==> src/rtl/rv32i_pkg.sv <==
// ============================================================================
// Module  : rv32i_pkg
// Brief   : RV32I load/store funct3 encodings and LSU state type.
// Revision: 1.0 - initial release
// ============================================================================
`default_nettype none

package rv32i_pkg;

  localparam logic [2:0] F3_B  = 3'b000;
  localparam logic [2:0] F3_H  = 3'b001;
  localparam logic [2:0] F3_W  = 3'b010;
  localparam logic [2:0] F3_BU = 3'b100;
  localparam logic [2:0] F3_HU = 3'b101;

  typedef enum logic [1:0] {
    IDLE = 2'd0,
    BUSY = 2'd1,
    RESP = 2'd2
  } lsu_state_t;

endpackage

`default_nettype wire

==> src/rtl/lsu_align.sv <==
// ============================================================================
// Module  : lsu_align
// Brief   : Combinational lane steering, load extension and access checks.
// Revision: 1.0 - initial release
// ============================================================================
`default_nettype none

module lsu_align
  import rv32i_pkg::*;
(
  input  logic [2:0]  funct3,
  input  logic        we,
  input  logic [1:0]  addr_lo,
  input  logic [31:0] rdata_word,
  input  logic [31:0] wdata,
  output logic [31:0] load_data,
  output logic [3:0]  byte_en,
  output logic [31:0] store_data,
  output logic        misalign,
  output logic        illegal
);

  logic [31:0] shifted;

  // Bring the addressed byte/half down to bit 0 before extension.
  assign shifted = rdata_word >> {addr_lo, 3'b000};

  always_comb begin
    load_data  = 32'h0;
    byte_en    = 4'b0000;
    store_data = 32'h0;
    misalign   = 1'b0;
    illegal    = 1'b0;
    case (funct3)
      F3_B: begin
        load_data  = {{24{shifted[7]}}, shifted[7:0]};
        byte_en    = 4'b0001 << addr_lo;
        store_data = {4{wdata[7:0]}};
      end
      F3_BU: begin
        load_data = {24'h0, shifted[7:0]};
        illegal   = we;
      end
      F3_H: begin
        load_data  = {{16{shifted[15]}}, shifted[15:0]};
        byte_en    = 4'b0011 << addr_lo;
        store_data = {2{wdata[15:0]}};
        misalign   = addr_lo[0];
      end
      F3_HU: begin
        load_data = {16'h0, shifted[15:0]};
        misalign  = addr_lo[0];
        illegal   = we;
      end
      F3_W: begin
        load_data  = rdata_word;
        byte_en    = 4'b1111;
        store_data = wdata;
        misalign   = |addr_lo;
      end
      default: illegal = 1'b1;
    endcase
  end

endmodule

`default_nettype wire

==> src/rtl/lsu_dmem.sv <==
// ============================================================================
// Module  : lsu_dmem
// Brief   : RV32I load/store unit with word-organised data memory,
//           configurable latency and valid/ready handshakes.
// Revision: 1.0 - initial release
// ============================================================================
`default_nettype none

module lsu_dmem
  import rv32i_pkg::*;
#(
  parameter int    DEPTH_WORDS = 64,
  parameter int    ACC_LATENCY = 1,
  parameter string INIT_FILE   = ""
) (
  input  logic        clk,
  input  logic        rst_n,
  input  logic        req_valid,
  output logic        req_ready,
  input  logic        req_we,
  input  logic [2:0]  req_funct3,
  input  logic [31:0] req_addr,
  input  logic [31:0] req_wdata,
  output logic        rsp_valid,
  input  logic        rsp_ready,
  output logic [31:0] rsp_rdata,
  output logic        rsp_err
);

  localparam int AW    = (DEPTH_WORDS > 1) ? $clog2(DEPTH_WORDS) : 1;
  localparam int CNT_W = (ACC_LATENCY > 1) ? $clog2(ACC_LATENCY) : 1;

  lsu_state_t state, state_next;
  logic       access;

  logic [CNT_W-1:0] cnt;
  logic             we_q;
  logic [2:0]       f3_q;
  logic [31:0]      addr_q;
  logic [31:0]      wdata_q;

  logic [31:0] mem [DEPTH_WORDS];
  logic [AW-1:0] idx;
  logic [31:0] rdata_word;
  logic [31:0] load_data;
  logic [31:0] store_data;
  logic [3:0]  byte_en;
  logic        misalign;
  logic        illegal;
  logic        range_err;
  logic        err;

  assign idx        = addr_q[AW+1:2];
  assign range_err  = {2'b00, addr_q[31:2]} >= 32'(DEPTH_WORDS);
  assign rdata_word = range_err ? 32'h0 : mem[idx];
  assign err        = misalign | illegal | range_err;

  lsu_align u_align (
    .funct3     (f3_q),
    .we         (we_q),
    .addr_lo    (addr_q[1:0]),
    .rdata_word (rdata_word),
    .wdata      (wdata_q),
    .load_data  (load_data),
    .byte_en    (byte_en),
    .store_data (store_data),
    .misalign   (misalign),
    .illegal    (illegal)
  );

  always_ff @(posedge clk or negedge rst_n) begin
    if (!rst_n) state <= IDLE;
    else        state <= state_next;
  end

  always_comb begin
    state_next = state;
    access     = 1'b0;
    case (state)
      IDLE: if (req_valid) state_next = BUSY;
      BUSY: begin
        if (cnt == '0) begin
          state_next = RESP;
          access     = 1'b1;
        end
      end
      RESP: if (rsp_valid && rsp_ready) state_next = IDLE;
      default: state_next = IDLE;
    endcase
  end

  // Handshake flags are registered decodes of the next state.
  always_ff @(posedge clk or negedge rst_n) begin
    if (!rst_n) begin
      req_ready <= 1'b1;
      rsp_valid <= 1'b0;
      rsp_rdata <= 32'h0;
      rsp_err   <= 1'b0;
      cnt       <= '0;
      we_q      <= 1'b0;
      f3_q      <= 3'b000;
      addr_q    <= 32'h0;
      wdata_q   <= 32'h0;
    end else begin
      req_ready <= (state_next == IDLE);
      rsp_valid <= (state_next == RESP);
      if (state == IDLE && req_valid) begin
        we_q    <= req_we;
        f3_q    <= req_funct3;
        addr_q  <= req_addr;
        wdata_q <= req_wdata;
        cnt     <= CNT_W'(ACC_LATENCY - 1);
      end else if (state == BUSY && cnt != '0) begin
        cnt <= cnt - CNT_W'(1);
      end
      if (access) begin
        rsp_err   <= err;
        rsp_rdata <= (err || we_q) ? 32'h0 : load_data;
      end
    end
  end

  // Storage is not reset; writes are gated by state, which is.
  always_ff @(posedge clk) begin
    if (access && we_q && !err) begin
      for (int i = 0; i < 4; i++) begin
        if (byte_en[i]) mem[idx][8*i +: 8] <= store_data[8*i +: 8];
      end
    end
  end

endmodule

`default_nettype wire
==> config.mk <==
export PLATFORM = sky130hd
export DESIGN_NAME = lsu_dmem
export DESIGN_NICKNAME = d
export VERILOG_FILES = /design/src/rtl/rv32i_pkg.sv /design/src/rtl/lsu_align.sv /design/src/rtl/lsu_dmem.sv
export SDC_FILE = /design/constraint.sdc
export NUM_CORES = 2
export LEC_CHECK = 0
export CAP_MARGIN = 25
export CORE_MARGIN = 1.5
export CORE_UTILIZATION = 70
export CTS_BUF_LIST = sky130_fd_sc_hd__clkbuf_4 sky130_fd_sc_hd__clkbuf_8
export CTS_CLUSTER_SIZE = 8
export DETAILED_ROUTE_END_ITERATION = 10
export GPL_ROUTABILITY_DRIVEN = 0
export PLACE_DENSITY = 0.95
export SLEW_MARGIN = 15
export SYNTH_ARGS = -nofsm -noshare
export SYNTH_HDL_FRONTEND = slang
export SYNTH_SLANG_ARGS = --single-unit
==> constraint.sdc <==
create_clock -name clk -period 8.64 [get_ports clk]
set_input_delay 0.864 -clock clk [delete_from_list [all_inputs] [get_ports clk]]
set_output_delay 0.864 -clock clk [all_outputs]
set_load 0.05 [all_outputs]
==> impl_metrics.ini, run 1 <==
[yosys]
yosysSeqAreaShare_pct = 75.4
synthMuxAreaShare_pct = 8.56
yosysTopAreaCell = edfxtp_1
syn_avg_cell_area_um2 = 17.2
synth_edf_count = 2048
synth-simple-area-share_pct = 4.89
yosysUniqueCellTypes = 95
yosysWarnings = 0
syn_inst = 4958
synthAdderAreaFrac_pct = 0
synth-seq-cells = 2154
synth-xor-area-share_pct = 0
syn_area_um2 = 85100
synth-compound-area-share_pct = 8.62
netlist.area_leader.share_pct = 72.3
synth_area_leaders = edfxtp_1 (72%), mux4_2 (3.4%), mux2_2 (3.4%), dfrtp_1 (3.1%), o22ai_1 (2.4%)
synth_top_family_by_area = compound AO/OA/AOI/OAI gates
async_reset_ff_share_pct = 4.92
synth_flop_cell = edfxtp_1
synth_fp_nets = 5030

[clock_network]
cts_buffers = 336
root_buffer = clkbuf_8
cts_max_level = 5
clock_path_buffers = 4
clock-sinks = 2154

[placement]
place_ws_ps = 3110
place_area_um2 = 87400
io_buffers = 106
dp_hpwl_um = 166000

[floorplanning]
die_w_um = 352
die_h_um = 352
row_count = 127
ios = 107
start_util_pct = 70.7

[status]
lastStage = 5_1_grt
status = did not finish
error_line = [ERROR GRT-0232] Routing congestion too high. Check the congestion heatmap in the GUI.

[global_routing]
grt_start_max_net_pins = 119
antenna_found_initial = 90
overflow = 88
grt_usage_pct = 65.7
## metrics by stage
step,hold WS [ps],instances
after CTS,418,6936
after global placement,479,6434
after floorplan,481,4958
after detailed placement,499,6444
## timing repair
action / 4_1_cts
setup buffers: 0
endpoints found under the hold margin: 56
gates resized for setup: 0
hold buffers: 1
## kinds of logic after synthesis
family,count (synthesis)
flops,2154
compound gates,1017
simple gates,891
mux,533
buf+inv,363
## routing by layer
layer	track usage (%)	GRT overflow
met5	47.5	2
met4	58.8	47
met3	59.3	1
met2	79.1	33
met1	62.4	5
## cell usage after synthesis, types with 13 or more instances
library cell	count
nand4_1	15
dfrtp_1	105
nand2_1	202
a2bb2oi_1	16
buf_4	64
o22ai_1	320
o211ai_1	18
o21ai_0	72
mux4_2	130
a221oi_1	29
nor2_1	427
a21oi_1	105
nand3_1	34
nor2b_1	35
nor3_1	27
and2_1	15
o31ai_1	21
edfxtp_1	2048
nor4_1	19
nand2b_1	14
mux2i_1	147
buf_2	93
or3_1	13
a22oi_1	58
a31oi_1	18
clkbuf_1	115
buf_6	49
o22a_1	18
o221ai_1	175
mux2_2	256
a211oi_1	31
buf_1	22
==> run 2, diff against run 1 <==
- CORE_UTILIZATION: 70 -> 40
- CTS_BUF_LIST: sky130_fd_sc_hd__clkbuf_4 sky130_fd_sc_hd__clkbuf_8 -> default
- CTS_CLUSTER_SIZE: 8 -> default
- PLACE_DENSITY: 0.95 -> default
- PLACE_DENSITY_LB_ADDON: default -> 0.15
==> impl_metrics.ini, run 2 <==
[status]
status = finished, final reports clean

[clock_network]
cts_max_level = 4
cts_buffers = 216
root_buffer = clkbuf_16
clock-sinks = 2154
path_clk_slew_ps = 60
post_cts_resized = 0
cts_tree = done
clock_path_buffers = 3
postCtsSetupBuffers = 0
clkLatencyLatePin_ps = 890
cts_hold_buf = 0

[critical_path]
start_kind = flop
slowest_stage = nor4_1
worstPathCellList = buf_12 > buf_4 > mux2i_1 > a22oi_1 > o211ai_1 > a32o_1 > nor4_1 > o22a_1 > nand4_2 > o211ai_1
max_stage_delay_ps = 960
crit_arrival_ps = 6030
crit_top_cell = o211ai_1
cp.required_ps = 9430
worst-path-max-fanout = 122
worstSetupPathType = flop to flop
reg2reg_slack_ps = 3400
cp-end-kind = flop

[routing]
drc_errors = 0
dr.pass1.iters = 8
routed_wirelength_um = 309000
dr_total_vias = 51900
final_antenna_net_count = 0
wl_per_cell_um = 37.9
drtIter0Drc = 7844
vias_per_cell = 6.36

[pwr]
p_leak_nw = 30.3
power_density_nw_per_um2 = 353
ir_worst_vdd_v = 0.000381

[cells_and_area]
largest_reg_flops = 2048
top_register = mem
final_common_cell = edfxtp_1
finalNetCount = 5226
syn2layout_area_growth_pct = 13.5
layout_common_cells = edfxtp_1 (2,048), nor2_1 (399), o22ai_1 (320)
drive_gt1_share_pct = 18.7

[floorplanning]
ios = 107
die_h_um = 464
dieArea_um2 = 215000
core_area_um2 = 212000
die_w_um = 464
row_count = 169
start_util_pct = 40.2

[global_routing]
grt_usage_pct = 28.3
grt_pass1_wl_um = 421000
antenna_found_initial = 22
overflow = 0
grt_start_max_net_pins = 125
grt_pass1_vias = 49700

[sta]
finClkSkew_ps = 48.9
setup_tns_ps = 0
period_needed_ps = 5240
post-route-period-util_pct = 60.6
finalHoldViolations = 0
slew_viol_final = 0
rsz0062_at_grt = no
finalSetupViolCount = 0
tightestPinTransition_ps = 1210
fmax_ghz = 0.191
holdWs_ps = 33.2
slew_headroom_pct = 19.5

[placement]
io_buffers = 106
dp_hpwl_um = 190000

[yosys]
yosysSeqAreaShare_pct = 75.4
yosys-top-cells-count = edfxtp_1 (2,048), nor2_1 (427), o22ai_1 (320), mux2_2 (256), nand2_1 (202)
synth.most_common_cell = edfxtp_1
yosysWarnings = 0
syn_inst = 4958
netlist.area_leader.share_pct = 72.3
syn_avg_cell_area_um2 = 17.2
synth_fp_nets = 5030
yosysTopAreaCell = edfxtp_1
synth-seq-cells = 2154
yosysUniqueCellTypes = 95
synth_area_leaders = edfxtp_1 (72%), mux4_2 (3.4%), mux2_2 (3.4%), dfrtp_1 (3.1%), o22ai_1 (2.4%)
syn_area_um2 = 85100
synth_edf_count = 2048
async_reset_ff_share_pct = 4.92
synth_flop_cell = edfxtp_1

[worst_hold_path]
hold_path.class = primary input to async pin

[run]
drv_cap = 0
run 2: cell counts after synthesis:
No cell type changed its count.
run 2: per-layer routing:
layer	routed length, µm	GRT usage [%]
met1	123000	38.8
met2	134000	41.2
met3	34700	7.55
met4	17500	14.4
met5	147	0
run 2: cell type report:
cell class,count,area (µm²)
fill,18100,115000
sequential,2154,64200
multi-input combinational,2441,19100
clock buffer,294,5810
tap,2821,3530
timing repair buffer,325,2900
clock inverter,93,913
inverter,16,68.8
antenna,17,42.5
run 2: worst max-delay path, delay by kind of cell (launching register included):
kind,cells,cell delay (ps)
AOI/OAI and AO/OA,5,1230
buffers and inverters,2,1350
DFF,1,780
muxes,1,170
and+or+nand+nor,2,1360
run 2: cells by family after synthesis:
logic type / synth area share [%]
buf+inv: 2.52
compound gates: 8.62
mux: 8.56
flops: 75.4
simple gates: 4.89
run 2: power by group:
group / leakage (nW) / switching (mW) / internal [mW]
registers: 20.0 / 0.317 / 13.4
clock network: 3.25 / 4.05 / 5.03
logic: 7.01 / 8.38 / 2.93
run 2: through the flow:
step / instances / instance area [µm²] / setup slack [ps] / power [mW] / util, %
detailed placement: 7727 / 89500 / 3570 / 24.9 / 42.3
global route: 8146 / 96500 / 3250 / 34.8 / 45.6
global placement: 7686 / 89200 / 3430 / 24.8 / 42.1
CTS: 8114 / 96300 / 3550 / 33.9 / 45.5
floorplan: 4958 / 85100 / 5080 / 19.9 / -
finish: 8161 / 96600 / 3400 / 34.1 / 45.6
run 2: final timing paths:
path	start	endpoint	cells past startpoint
hold reg to reg	addr_q[24]	addr_q[24]	1
setup / recovery	addr_q[4]	rsp_rdata[19]	10
hold / removal	rst_n	addr_q[19]	1
max in group asynchronous	rst_n	addr_q[3]	2
min in group clk	addr_q[24]	addr_q[24]	1
setup reg to reg	addr_q[4]	rsp_rdata[19]	10
No activity file was read; power rests on OpenSTA's default activity.
